**config.mk**
```make
export PLATFORM = sky130hd
export DESIGN_NAME = fetch_seq
export DESIGN_NICKNAME = d
export VERILOG_FILES = /design/src/rtl/fetch_pkg.sv /design/src/rtl/fetch_queue.sv /design/src/rtl/fetch_seq.sv
export SDC_FILE = /design/constraint.sdc
export NUM_CORES = 1
export LEC_CHECK = 0
export BUFFER_PORTS_ARGS = -buffer_cell sky130_fd_sc_hd__buf_2
export CAP_MARGIN = 5
export CORE_MARGIN = 2
export CORE_UTILIZATION = 35
export DETAILED_ROUTE_END_ITERATION = 12
export MAX_ROUTING_LAYER = met4
export PLACE_DENSITY = 0.57
export SYNTH_ARGS = -nofsm -noshare
export SYNTH_HDL_FRONTEND = slang
export SYNTH_HIERARCHICAL = 1
export SYNTH_SLANG_ARGS = --single-unit
```
**constraint.sdc**
```tcl
create_clock -name clk -period 9.32 [get_ports clk]
set_clock_uncertainty 0.15 [all_clocks]
set_input_delay 2.33 -clock clk [delete_from_list [all_inputs] [get_ports clk]]
set_output_delay 2.33 -clock clk [all_outputs]
set_load 0.1 [all_outputs]
```
**src/rtl/fetch_pkg.sv**
```systemverilog
// Shared types and constants for the instruction-fetch sequencer.
package fetch_pkg;

    typedef enum logic [1:0] {
        RUN  = 2'd0,
        HALT = 2'd1,
        ERR  = 2'd2
    } state_e;

    localparam logic [31:0] END_OF_PROG  = 32'h0000_0000;
    localparam logic [31:0] RESET_PC_DEF = 32'h0000_0000;
    localparam int          QDEPTH       = 2;

endpackage

```
**src/rtl/fetch_queue.sv**
```systemverilog
// Two-entry FIFO of {instr, pc}; entry 0 is always the head, so the head is a plain register.
module fetch_queue
    import fetch_pkg::*;
#(
    parameter int W = 64
) (
    input  logic         clk,
    input  logic         reset,
    input  logic         push,
    input  logic         pop,
    input  logic         flush,
    input  logic [W-1:0] push_data,
    output logic [1:0]   count,
    output logic [W-1:0] head
);

    logic [W-1:0] ent0_q, ent0_d;
    logic [W-1:0] ent1_q, ent1_d;
    logic [1:0]   cnt_q, cnt_d;
    logic         pop_ok, push_ok;

    assign pop_ok  = pop && (cnt_q != 2'd0);
    // A full queue still accepts a push when the head leaves in the same cycle.
    assign push_ok = push && ((cnt_q < 2'(QDEPTH)) || pop_ok);

    always_comb begin
        ent0_d = ent0_q;
        ent1_d = ent1_q;
        cnt_d  = cnt_q;
        if (flush) begin
            cnt_d = 2'd0;
        end else if (pop_ok && push_ok) begin
            if (cnt_q == 2'd1) begin
                ent0_d = push_data;
            end else begin
                ent0_d = ent1_q;
                ent1_d = push_data;
            end
        end else if (pop_ok) begin
            ent0_d = ent1_q;
            cnt_d  = cnt_q - 2'd1;
        end else if (push_ok) begin
            if (cnt_q == 2'd0) begin
                ent0_d = push_data;
            end else begin
                ent1_d = push_data;
            end
            cnt_d = cnt_q + 2'd1;
        end
    end

    always_ff @(posedge clk) begin
        if (!reset) begin
            ent0_q <= '0;
            ent1_q <= '0;
            cnt_q  <= 2'd0;
        end else begin
            ent0_q <= ent0_d;
            ent1_q <= ent1_d;
            cnt_q  <= cnt_d;
        end
    end

    assign count = cnt_q;
    assign head  = ent0_q;

endmodule

```
**src/rtl/fetch_seq.sv**
```systemverilog
// Fetch sequencer: owns the PC, drives the combinational ROM, queues words for decode
// and applies execute redirects. Stops on the end-of-program word or a misaligned target.
module fetch_seq
    import fetch_pkg::*;
#(
    parameter int          ADDR_W   = 5,
    parameter int          DATA_W   = 32,
    parameter logic [31:0] RESET_PC = RESET_PC_DEF,
    parameter int          CNT_W    = 16
) (
    input  logic              clk,
    input  logic              reset,
    output logic [ADDR_W-1:0] rom_addr,
    input  logic [DATA_W-1:0] rom_data,
    output logic              instr_valid,
    output logic [DATA_W-1:0] instr,
    output logic [31:0]       instr_pc,
    input  logic              instr_ready,
    input  logic              redirect_valid,
    input  logic [31:0]       redirect_pc,
    output logic              halted,
    output logic              fetch_err,
    output logic [CNT_W-1:0]  instr_cnt,
    output logic [1:0]        dbg_state
);

    localparam int QW = DATA_W + 32;

    // Handshake: decode takes the head when instr_valid && instr_ready at a rising edge;
    // the head holds steady otherwise. A redirect wins over any fetch in its cycle.
    logic [31:0]      pc_q, pc_d;
    state_e           state_q, state_d;
    logic [CNT_W-1:0] cnt_q, cnt_d;

    logic [1:0]       q_count;
    logic [QW-1:0]    q_head;
    logic             pop, redirect_take, aligned, fetch_go, eop, push;

    assign instr_valid   = (q_count != 2'd0);
    assign pop           = instr_valid && instr_ready;
    assign redirect_take = redirect_valid && (state_q != ERR);
    assign aligned       = (redirect_pc[1:0] == 2'b00);
    assign fetch_go      = (state_q == RUN) && !redirect_valid &&
                           ((q_count < 2'(QDEPTH)) || pop);
    assign eop           = (rom_data == DATA_W'(END_OF_PROG));
    assign push          = fetch_go && !eop;

    always_comb begin
        pc_d    = pc_q;
        state_d = state_q;
        cnt_d   = cnt_q;
        if (pop && (cnt_q != '1)) begin
            cnt_d = cnt_q + 1'b1;
        end
        if (redirect_take) begin
            if (aligned) begin
                pc_d    = redirect_pc;
                state_d = RUN;
            end else begin
                state_d = ERR;
            end
        end else if (fetch_go) begin
            if (eop) begin
                state_d = HALT;
            end else begin
                pc_d = pc_q + 32'd4;
            end
        end
    end

    always_ff @(posedge clk) begin
        if (!reset) begin
            pc_q    <= RESET_PC;
            state_q <= RUN;
            cnt_q   <= '0;
        end else begin
            pc_q    <= pc_d;
            state_q <= state_d;
            cnt_q   <= cnt_d;
        end
    end

    fetch_queue #(.W(QW)) u_queue (
        .clk       (clk),
        .reset     (reset),
        .push      (push),
        .pop       (pop),
        .flush     (redirect_take),
        .push_data ({rom_data, pc_q}),
        .count     (q_count),
        .head      (q_head)
    );

    // Stale entries stay in the queue after a flush, so the head is masked when empty.
    assign instr     = instr_valid ? q_head[QW-1:32] : '0;
    assign instr_pc  = instr_valid ? q_head[31:0]    : '0;
    assign rom_addr  = pc_q[ADDR_W+1:2];
    assign halted    = (state_q == HALT);
    assign fetch_err = (state_q == ERR);
    assign instr_cnt = cnt_q;
    assign dbg_state = state_q;

endmodule

```
==> impl_metrics.json <==
{
  "seqPwrFrac": 0.437,
  "io_pins": 158,
  "root_buffer": "clkbuf_16",
  "coreArea_sq_um": 25840,
  "post_cts_resized": 0,
  "drtIter0Drc": 668,
  "post_cts_buffers": 0,
  "netlist_area_sq_um": 9130,
  "htree_levels": 4,
  "drtAntennaViolNets": 0,
  "grt_max_degree": 121,
  "relSlewSlack": 0.1733,
  "synth_cell_types": 67,
  "synthArstFlopShare": 0,
  "synth_most_common_cell": "nand2_1",
  "p_total_w": 0.001963,
  "post-place-ws_ns": 3.081,
  "ys_seq_elements": 180,
  "grt_pass1_vias": 7356,
  "vias": 8120,
  "clock_power_share": 0.381,
  "rows": 59,
  "min_delay_path_depth": 2,
  "die_width_um": 165.5,
  "rrSetupSlack_ns": 5.40,
  "die_area_sq_um": 27390,
  "cp-startpoint": "rom_data[24]",
  "end_kind": "flip-flop",
  "drive_above_1_share": 0.1852,
  "clock_latency_ns": 0.43,
  "synth_nets": 1201,
  "power.switching_w": 0.0006301,
  "swShare": 0.3210,
  "synth_top_area_cell": "dfxtp_1",
  "yosysTopAreaCellShare": 0.3947,
  "clk_pin_slew_ns": 0.07,
  "p_comb_frac": 0.182,
  "maxCapViolCount": 0,
  "ir_drop_uv": 83.83,
  "r2r_end": "u_queue/ent1_q[39]",
  "seq_area_frac_synth": 0.3947,
  "dpl.hpwl_um": 15470,
  "period_needed_ns": 5.839,
  "max-clock-path-buffers": 2,
  "slew_violations": 0,
  "r2r-start": "u_queue/count[1]",
  "fin_setup_tns_ns": 0,
  "cp.arrival_ns": 6.03,
  "postSynthCellCount": 1126,
  "port_buffers": 157,
  "place_congestion": 0.8066,
  "ys.warnings.count": 6,
  "cp-start-kind": "input pin",
  "holdWs_ns": 0.3076,
  "reg2regPathDepth": 11,
  "syn_avg_cell_area_sq_um": 8.108,
  "track_usage": 0.1830,
  "grt_remaining_overflow": 0,
  "cts.sinks": 180,
  "power.internal_w": 0.001333,
  "crit_type": "input pin to flip-flop",
  "status": "finished clean",
  "antenna_found_initial": 0,
  "synth_edf_count": 0,
  "rsz0062_at_grt": "no",
  "viasPerCell": 5.202,
  "synthToLayoutAreaGrowth_pct": 14.44,
  "hold_buffers": 0,
  "synth_commonest_cells": "310 x nand2_1, 180 x dfxtp_1, 69 x a31oi_1, 68 x o21ai_0, 67 x and2_1",
  "power_density_nw_per_um2": 187.9,
  "setup_ws_ns": 3.481,
  "path_max_fanout": 64,
  "drc_errors": 0,
  "hold_violations": 0,
  "dr.pass1.iters": 5,
  "nets": 1290,
  "wl_um": 24790,
  "wire_per_inst_um": 15.88,
  "numCtsBuffers": 17,
  "tightestPinTransition_ns": 1.230,
  "whs_endpoint": "u_queue/ent1_q[45]",
  "initial_utilization": 0.3534,
  "yosys-top-cells-area": "dfxtp_1 39%, nand2_1 13%, mux2i_1 7.0%, a31oi_1 4.7%, and2_1 4.6%",
  "cts_tree": "yes",
  "fin_crit_sh": 0.6265,
  "hold_path.startpoint": "u_queue/ent1_q[45]",
  "cp.required_ns": 9.51,
  "yosys_most_used_dff": "dfxtp_1",
  "fill_cells": 2688,
  "die_h_um": 165.5,
  "grt_pass1_wl_um": 38610,
  "diodes": 0,
  "setup_viol": 0,
  "fmax_mhz": 171.3,
  "min_path_type": "flip-flop to flip-flop",
  "power_leakage_nw": 4.028
}
[worst max-delay path: stages]
cell and delay (ns):
buf_2 0.12, nor4_1 0.47, nand4_1 0.24, o21bai_2 0.19, buf_4 0.38, inv_2 0.15
nand2_1 0.14, inv_1 0.05, ha_1 0.28, a2111oi_4 0.37, buf_4 0.93, mux2i_1 0.30
[metal layers]
layer,vias to the layer above,part of all wire,global-route usage
met5,-,0,-
met4,0,0.012,0.04624
met3,16,0.051,0.03072
met2,230,0.43,0.2727
met1,3788,0.50,0.2575
li1,4086,-,-
[power by group through the flow]
stage,Sequential [W],Combinational (W),Clock (W)
2_1_floorplan,0.000865,0.000289,0
3_3_place_gp,0.000874,0.000355,0
3_5_place_dp,0.000875,0.000358,0
4_1_cts,0.000857,0.000359,0.000773
5_1_grt,0.000864,0.000387,0.000800
6_report,0.000858,0.000356,0.000749
[state kept, by name, indices dropped and copies added, names as in the netlist]
signal / cells
u_queue/count: 2
u_queue/ent1_q: 64
dbg_state: 2
u_queue/head: 64
pc_q: 32
instr_cnt: 16
[worst max path at each step]
stage	end	slack, ns	cells after the start
final	u_queue/ent1_q[39]	3.48	12
after global routing	u_queue/ent1_q[2]	3.29	12
after CTS	u_queue/ent1_q[39]	3.50	12
after detailed placement	u_queue/ent1_q[29]	3.08	12
after global placement	u_queue/ent1_q[28]	3.09	12
after floorplan	halted	4.42	1
[cells by family after synthesis]
family	Yosys count	synth area share
AND/OR/NAND/NOR	513	0.2670
AO/OA/AOI/OAI	234	0.1706
flip-flops	180	0.3947
buffers and inverters	111	0.06989
multiplexers	66	0.07387
XOR/XNOR	15	0.01439
adder cells (fa/ha/maj)	7	0.009593
[through the flow]
stage               area [sq um]    util  cells
floorplan                   9130       -   1126
global placement            9852  0.3813   1531
detailed placement          9852  0.3813   1531
CTS                        10450  0.4044   1561
global route               10450  0.4044   1561
finish                     10450  0.4044   1561
[placed cells by master, fill, tap and decap left out, drive strengths merged, types with 8 or more instances in the layout]
cell	instances
clkbuf	17
nand2	311
dfxtp	180
and3	8
buf	168
nor3	18
a21oi	25
o21ai	70
xnor2	14
o31a	8
inv	19
and2	67
nor4	17
nand4	16
o32ai	16
nand3	16
nor2	38
a31oi	69
mux2i	65
a22oi	9
[final cells by class]
class | count | area (sq um) | area share
clock buffers | 17 | 425.4 | 0.04071
inverters | 13 | 48.80 | 0.004670
well taps | 335 | 419.2 | 0.04011
multi-input cells | 835 | 4906 | 0.4695
repair buffers | 168 | 874.6 | 0.08370
clock inverters | 13 | 171.4 | 0.01641
flip-flops and latches | 180 | 3603 | 0.3449
Note: power is estimated with default switching activity, not from simulation.
